## config.mk

```make
export PLATFORM = sky130hd
export DESIGN_NAME = imem_loader_flat
export DESIGN_NICKNAME = d
export VERILOG_FILES = /design/src/rtl/imem_loader_pkg.sv /design/src/rtl/imem_loader_if.sv /design/src/rtl/imem_write_port_reg.sv /design/src/rtl/imem_loader.sv /design/src/flat_wrapper.sv
export SDC_FILE = /design/constraint.sdc
export NUM_CORES = 1
export LEC_CHECK = 0
export CAP_MARGIN = 20
export CORE_MARGIN = 4
export CORE_UTILIZATION = 44
export CTS_CLUSTER_DIAMETER = 60
export DETAILED_ROUTE_END_ITERATION = 7
export GPL_ROUTABILITY_DRIVEN = 0
export PLACE_DENSITY_LB_ADDON = 0.2
export SYNTH_ARGS = -nofsm -noshare
export SYNTH_HDL_FRONTEND = slang
export SYNTH_SLANG_ARGS = --single-unit
```

## constraint.sdc

```tcl
create_clock -name clk -period 1.7 [get_ports clk]
set_clock_uncertainty 0.2 [all_clocks]
set_input_delay 0.17 -clock clk [delete_from_list [all_inputs] [get_ports clk]]
set_output_delay 0.17 -clock clk [all_outputs]
set_load 0.05 [all_outputs]
```

## src/rtl/imem_loader_pkg.sv

```systemverilog
// Shared definitions for the instruction-memory loader, imem and control unit.
// State encoding, NOP word and instruction field positions.
package imem_loader_pkg;

    typedef enum logic [2:0] {
        IDLE = 3'd0,
        LOAD = 3'd1,
        FILL = 3'd2,
        DONE = 3'd3,
        ERR  = 3'd4
    } state_t;

    localparam logic [7:0] NOP_WORD = 8'h00;

    localparam int OPC_MSB  = 7;
    localparam int OPC_LSB  = 5;
    localparam int RS_BIT   = 4;
    localparam int RTRD_BIT = 3;
    localparam int IMM_MSB  = 2;
    localparam int IMM_LSB  = 0;

endpackage

```

## src/rtl/imem_loader_if.sv

```systemverilog
// Instruction-word stream into the loader.
// Valid/ready handshake with an end-of-image marker.
interface imem_loader_if #(
    parameter int DATA_W = 8
);
    logic              in_valid;
    logic [DATA_W-1:0] in_data;
    logic              in_last;
    logic              in_ready;

    modport master (
        output in_valid,
        output in_data,
        output in_last,
        input  in_ready
    );

    modport slave (
        input  in_valid,
        input  in_data,
        input  in_last,
        output in_ready
    );
endinterface

```

## src/rtl/imem_write_port_reg.sv

```systemverilog
// Registered imem write port: strobe, address and data.
// Cleared synchronously on reset so no write escapes a reset edge.
module imem_write_port_reg #(
    parameter int ADDR_W = 8,
    parameter int DATA_W = 8
) (
    input  logic              clk,
    input  logic              reset,
    input  logic              wr_en_i,
    input  logic [ADDR_W-1:0] wr_addr_i,
    input  logic [DATA_W-1:0] wr_data_i,
    output logic              wr_en_o,
    output logic [ADDR_W-1:0] wr_addr_o,
    output logic [DATA_W-1:0] wr_data_o
);
    logic              en_q;
    logic [ADDR_W-1:0] addr_q;
    logic [DATA_W-1:0] data_q;

    always_ff @(posedge clk) begin
        if (reset) begin
            en_q   <= 1'b0;
            addr_q <= '0;
            data_q <= '0;
        end else begin
            en_q   <= wr_en_i;
            addr_q <= wr_addr_i;
            data_q <= wr_data_i;
        end
    end

    assign wr_en_o   = en_q;
    assign wr_addr_o = addr_q;
    assign wr_data_o = data_q;
endmodule

```

## src/rtl/imem_loader.sv

```systemverilog
// Streams an instruction image into imem from address 0, optionally NOP-padding,
// and holds the core off until the image is complete.
module imem_loader
    import imem_loader_pkg::*;
#(
    parameter int ADDR_W   = 8,
    parameter int DATA_W   = 8,
    parameter int DEPTH    = 256,
    parameter int FILL_NOP = 1
) (
    input  logic              clk,
    input  logic              reset,
    input  logic              start,
    imem_loader_if.slave      in_if,
    output logic              wr_en,
    output logic [ADDR_W-1:0] wr_addr,
    output logic [DATA_W-1:0] wr_data,
    output logic              core_hold,
    output logic              done,
    output logic              err,
    output logic [ADDR_W:0]   count
);
    localparam logic [ADDR_W-1:0] LAST = ADDR_W'(DEPTH - 1);

    state_t            state_q, state_d;
    logic [ADDR_W-1:0] addr_q, addr_d;
    logic [ADDR_W:0]   count_q, count_d;
    logic              done_q, done_d;
    logic              err_q, err_d;
    logic              hold_q, hold_d;
    logic              we_d;
    logic [ADDR_W-1:0] waddr_d;
    logic [DATA_W-1:0] wdata_d;
    logic              accept;

    assign in_if.in_ready = (state_q == LOAD);
    assign accept         = in_if.in_valid && in_if.in_ready;

    always_ff @(posedge clk) begin
        if (reset) begin
            state_q <= IDLE;
            addr_q  <= '0;
            count_q <= '0;
            done_q  <= 1'b0;
            err_q   <= 1'b0;
            hold_q  <= 1'b1;
        end else begin
            state_q <= state_d;
            addr_q  <= addr_d;
            count_q <= count_d;
            done_q  <= done_d;
            err_q   <= err_d;
            hold_q  <= hold_d;
        end
    end

    // done/err/hold follow the state one cycle late so they land after the last write
    always_comb begin
        state_d = state_q;
        addr_d  = addr_q;
        count_d = count_q;
        done_d  = 1'b0;
        err_d   = 1'b0;
        hold_d  = 1'b1;
        we_d    = 1'b0;
        waddr_d = addr_q;
        wdata_d = DATA_W'(NOP_WORD);
        unique case (state_q)
            IDLE: begin
                if (start) begin
                    state_d = LOAD;
                    addr_d  = '0;
                    count_d = '0;
                end
            end
            LOAD: begin
                if (accept) begin
                    we_d    = 1'b1;
                    wdata_d = in_if.in_data;
                    count_d = count_q + 1'b1;
                    if (addr_q == LAST) begin
                        state_d = in_if.in_last ? DONE : ERR;
                    end else begin
                        addr_d = addr_q + 1'b1;
                        if (in_if.in_last)
                            state_d = (FILL_NOP != 0) ? FILL : DONE;
                    end
                end
            end
            FILL: begin
                we_d = 1'b1;
                if (addr_q == LAST) state_d = DONE;
                else                addr_d  = addr_q + 1'b1;
            end
            DONE: begin
                done_d = 1'b1;
                hold_d = 1'b0;
                if (start) begin
                    state_d = LOAD;
                    addr_d  = '0;
                    count_d = '0;
                    done_d  = 1'b0;
                    hold_d  = 1'b1;
                end
            end
            ERR: begin
                err_d = 1'b1;
                if (start) begin
                    state_d = LOAD;
                    addr_d  = '0;
                    count_d = '0;
                    err_d   = 1'b0;
                end
            end
            default: state_d = IDLE;
        endcase
    end

    imem_write_port_reg #(
        .ADDR_W (ADDR_W),
        .DATA_W (DATA_W)
    ) u_wport (
        .clk       (clk),
        .reset     (reset),
        .wr_en_i   (we_d),
        .wr_addr_i (waddr_d),
        .wr_data_i (wdata_d),
        .wr_en_o   (wr_en),
        .wr_addr_o (wr_addr),
        .wr_data_o (wr_data)
    );

    assign core_hold = hold_q;
    assign done      = done_q;
    assign err       = err_q;
    assign count     = count_q;
endmodule

```

## src/flat_wrapper.sv

```systemverilog
// flat-port wrapper written by rule: the top's interface ports become plain ports
module imem_loader_flat import imem_loader_pkg::*;
#(
    parameter int ADDR_W   = 8,
    parameter int DATA_W   = 8,
    parameter int DEPTH    = 256,
    parameter int FILL_NOP = 1
)
  (clk, reset, start, wr_en, wr_addr, wr_data, core_hold, done, err, count, in_if_in_valid, in_if_in_data, in_if_in_last, in_if_in_ready);
  imem_loader_if #(.DATA_W(DATA_W)) in_if_i ();
  input  logic clk;
  input  logic reset;
  input  logic start;
  output logic wr_en;
  output logic [ADDR_W-1:0] wr_addr;
  output logic [DATA_W-1:0] wr_data;
  output logic core_hold;
  output logic done;
  output logic err;
  output logic [ADDR_W:0] count;
  input wire logic [$bits(in_if_i.in_valid)-1:0] in_if_in_valid;
  input wire logic [$bits(in_if_i.in_data)-1:0] in_if_in_data;
  input wire logic [$bits(in_if_i.in_last)-1:0] in_if_in_last;
  output wire logic [$bits(in_if_i.in_ready)-1:0] in_if_in_ready;
  assign in_if_i.in_valid = in_if_in_valid;
  assign in_if_i.in_data = in_if_in_data;
  assign in_if_i.in_last = in_if_in_last;
  assign in_if_in_ready = in_if_i.in_ready;
  imem_loader #(.ADDR_W(ADDR_W), .DATA_W(DATA_W), .DEPTH(DEPTH), .FILL_NOP(FILL_NOP)) u_core (.clk(clk), .reset(reset), .start(start), .in_if(in_if_i), .wr_en(wr_en), .wr_addr(wr_addr), .wr_data(wr_data), .core_hold(core_hold), .done(done), .err(err), .count(count));
endmodule
```

==> results.json, run 1 <==
{
  "worstSetupStartpointType": "flip-flop",
  "slowest_stage": "dfxtp_2",
  "hp-start": "in_if_in_data[6]",
  "ys_types": 53,
  "first_global_vias": 1601,
  "crit_path_end_kind": "flip-flop",
  "crit_path_max_fanout": 5,
  "fillers": 281,
  "clk_pin_slew_ns": 0.08,
  "dr.pass1.iters": 4,
  "die_y_um": 71.4,
  "peakVddDrop_mv": 0.473,
  "n_antenna_cell": 0,
  "cp.required_ns": 1.72,
  "ys_ff_latch": 40,
  "cts_buffers": 5,
  "p_int_mw": 1.48,
  "drv_cap": 0,
  "ios": 43,
  "grt_use_met1": 0.229,
  "ctsRootBufferMaster": "clkbuf_8",
  "p_clk_frac": 0.310,
  "antenna_found_initial": 0,
  "relSlewSlack": 0.760,
  "layout_commonest_cell": "buf_4",
  "grt_pass1_wl_um": 7320,
  "finalHoldViolCount": 0,
  "die_w_um": 71.4,
  "clockBufferDepth": 2,
  "p_sw_mw": 0.553,
  "worst_pin_slew_ns": 0.357,
  "vias": 1726,
  "pwr-share-seq": 0.480,
  "fmax_mhz": 580,
  "status": "complete, but fails checks",
  "stdcell_area_mm2": 0.00265,
  "drc": 0,
  "crit_start": "u_core.addr_q[1]",
  "use_met2": 0.292,
  "fin_util": 0.704,
  "hold_path.class": "input port to flip-flop",
  "busiest_layer": "met2",
  "viasPerCell": 5.48,
  "finalSetupViolations": 1,
  "worst-setup-path-type": "flip-flop to flip-flop",
  "slowest_delay_ns": 0.36,
  "total_power_mw": 2.04,
  "leakagePower_nw": 1.14,
  "seqCellArea_um2": 815,
  "ys.flop_type": "dfxtp_1",
  "clk_latency_ns": 0.28,
  "layout_common_cells": "61 x buf_4, 33 x dfxtp_1, 12 x clkdlybuf4s50_1",
  "synthesis.area_mm2": 0.00177,
  "cp_cell_sequence": "ha_4 -> and4_1 -> nand2_1 -> a311oi_1 -> o31a_1",
  "drtIter0Drc": 60,
  "initial_core_util": 0.469,
  "io_buffers": 42,
  "syn_avg_cell_area_um2": 9.32,
  "cp.arrival_ns": 1.75,
  "layout.nets": 281,
  "cts_tree": "done",
  "rsz0062_at_grt": "yes",
  "dieArea_mm2": 0.00510,
  "clock_sinks": 40,
  "use_met3": 0.0561,
  "hpwl_um": 3460,
  "violations": "setup timing",
  "wl_um": 4870,
  "slew_violations": 0,
  "cts-htree-levels": 2,
  "ys_seq_area_frac": 0.452,
  "synth-edff-count": 0,
  "synth.net_count": 205,
  "grt_max_degree": 16,
  "finalWorstSetupSlack_ns": -0.0249,
  "synthArstFlopShare": 0,
  "wire_per_inst_um": 15.5,
  "ys_warn_count": 0,
  "core_mm2": 0.00377,
  "finalCritPeriodShare": 1.01,
  "power.density_mw_per_mm2": 767,
  "antenna_left": 0,
  "fin_crit_ns": 1.72,
  "postSynthCellCount": 190,
  "fp-row-count": 22,
  "drive_gt1_frac": 0.404,
  "area_growth_pct": 49.9,
  "grt_use_total": 0.180,
  "multi_input_area_um2": 965,
  "switching_share": 0.272,
  "combPwrFrac": 0.211,
  "r2r-start": "u_core.addr_q[1]",
  "grt.overflow.total": 0,
  "placed_cell_area_mm2": 0.00242
}
==> worst paths after layout <==
path                                               endpoint  slack (ns)  depth (start not counted)
worst max register to register            u_core.state_q[0]       -0.02                          5
worst max-delay path                      u_core.state_q[0]       -0.02                          5
worst min register to register              u_core.count[1]        0.29                          2
worst min-delay path            u_core.u_wport.wr_data_o[6]        0.26                          2
==> sequential cells by signal (all words and copies together), names as in the netlist <==
name	cells
u_core.err	1
u_core.count	9
u_core.core_hold	1
u_core.state_q	3
u_core.u_wport.wr_en_o	1
u_core.u_wport.wr_data_o	8
u_core.u_wport.wr_addr_o	8
u_core.addr_q	8
u_core.done	1
==> cell usage after synthesis (2+ instances only) <==
cell / n / share of area
buf_4: 2 / 0.0085
nor2_1: 13 / 0.028
a211oi_1: 5 / 0.021
nand3b_1: 3 / 0.013
buf_1: 3 / 0.0064
nand4_1: 3 / 0.011
o31ai_1: 4 / 0.017
buf_2: 4 / 0.011
a311oi_1: 3 / 0.015
a21o_1: 2 / 0.0085
nand2_1: 9 / 0.019
nand3_1: 7 / 0.020
and4_1: 2 / 0.0099
o21ai_0: 3 / 0.0085
a31oi_1: 4 / 0.014
nor3_1: 4 / 0.011
nand2b_1: 5 / 0.018
inv_1: 8 / 0.017
nor2b_1: 7 / 0.025
dfxtp_1: 40 / 0.45
ha_1: 2 / 0.014
and2_1: 9 / 0.032
o21ai_1: 2 / 0.0057
a21oi_1: 13 / 0.037
and3_1: 5 / 0.018
==> per-stage QoR <==
stage | std cells | setup TNS (ns) | setup slack [ns] | hold slack, ns
final | 315 | -0.0249 | -0.0249 | 0.258
after CTS | 310 | 0 | 0.000521 | 0.253
after global routing | 315 | -0.210 | -0.0953 | 0.258
after detailed placement | 302 | -3.85 | -0.268 | 0.280
after floorplan | 190 | 0 | 0.0165 | 0.0532
after global placement | 302 | -2.75 | -0.204 | 0.269
==> worst max-delay path: cells and delay by family, from the launching register on <==
family	cells	cell delay, ns
compound gates	2	0.51
fa+ha+maj	1	0.15
flops	1	0.36
simple gates	2	0.45
==> metal layers <==
metal	wire length (um)	share of wire
met5	0	0
met4	61	0.013
met3	308	0.063
met2	2400	0.49
met1	2100	0.43
==> repair_timing <==
item / 4_1_cts / 5_1_grt
gates resized for setup: 6 / 23
hold buffers: 0 / 0
setup buffers: 0 / 5
setup endpoints to repair: 19 / 16
cloned: 0 / 0
pin swaps: 2 / 10
==> power groups by stage <==
stage                     Clock (mW)  Sequential, mW  Combinational (mW)
after global routing           0.691           0.979               0.459
after global placement             0           0.992               0.372
after CTS                      0.648           0.972               0.387
after detailed placement           0           0.994               0.382
after floorplan                    0            1.02               0.185
final                          0.630           0.976               0.429
==> kinds of logic (layout without fill, tap and decap cells) <==
group	after synthesis	after routing	synth area share
AOI/OAI and AO/OA	49	49	0.210
adders and majority gates	2	2	0.0141
buffers and inverters	19	96	0.0516
DFF	40	40	0.452
muxes	2	2	0.0127
and+or+nand+nor	78	78	0.259
==> layout make-up <==
class                   instances  share of cell area
clock inverters                 2             0.00377
well taps                      48              0.0226
multi-input cells             131               0.364
inverters                       8              0.0113
clock buffers                   6              0.0311
repair buffers                 80               0.261
flip-flops and latches         40               0.307
Note: power is estimated with default switching activity, not from simulation.
==> inputs of run 2 (changes only) <==
RECOVER_POWER = 50   (was unset)
SLEW_MARGIN = 20   (was unset)
==> results of run 2 <==
No change in the layout: final DEF, timing and power equal those of run 1.
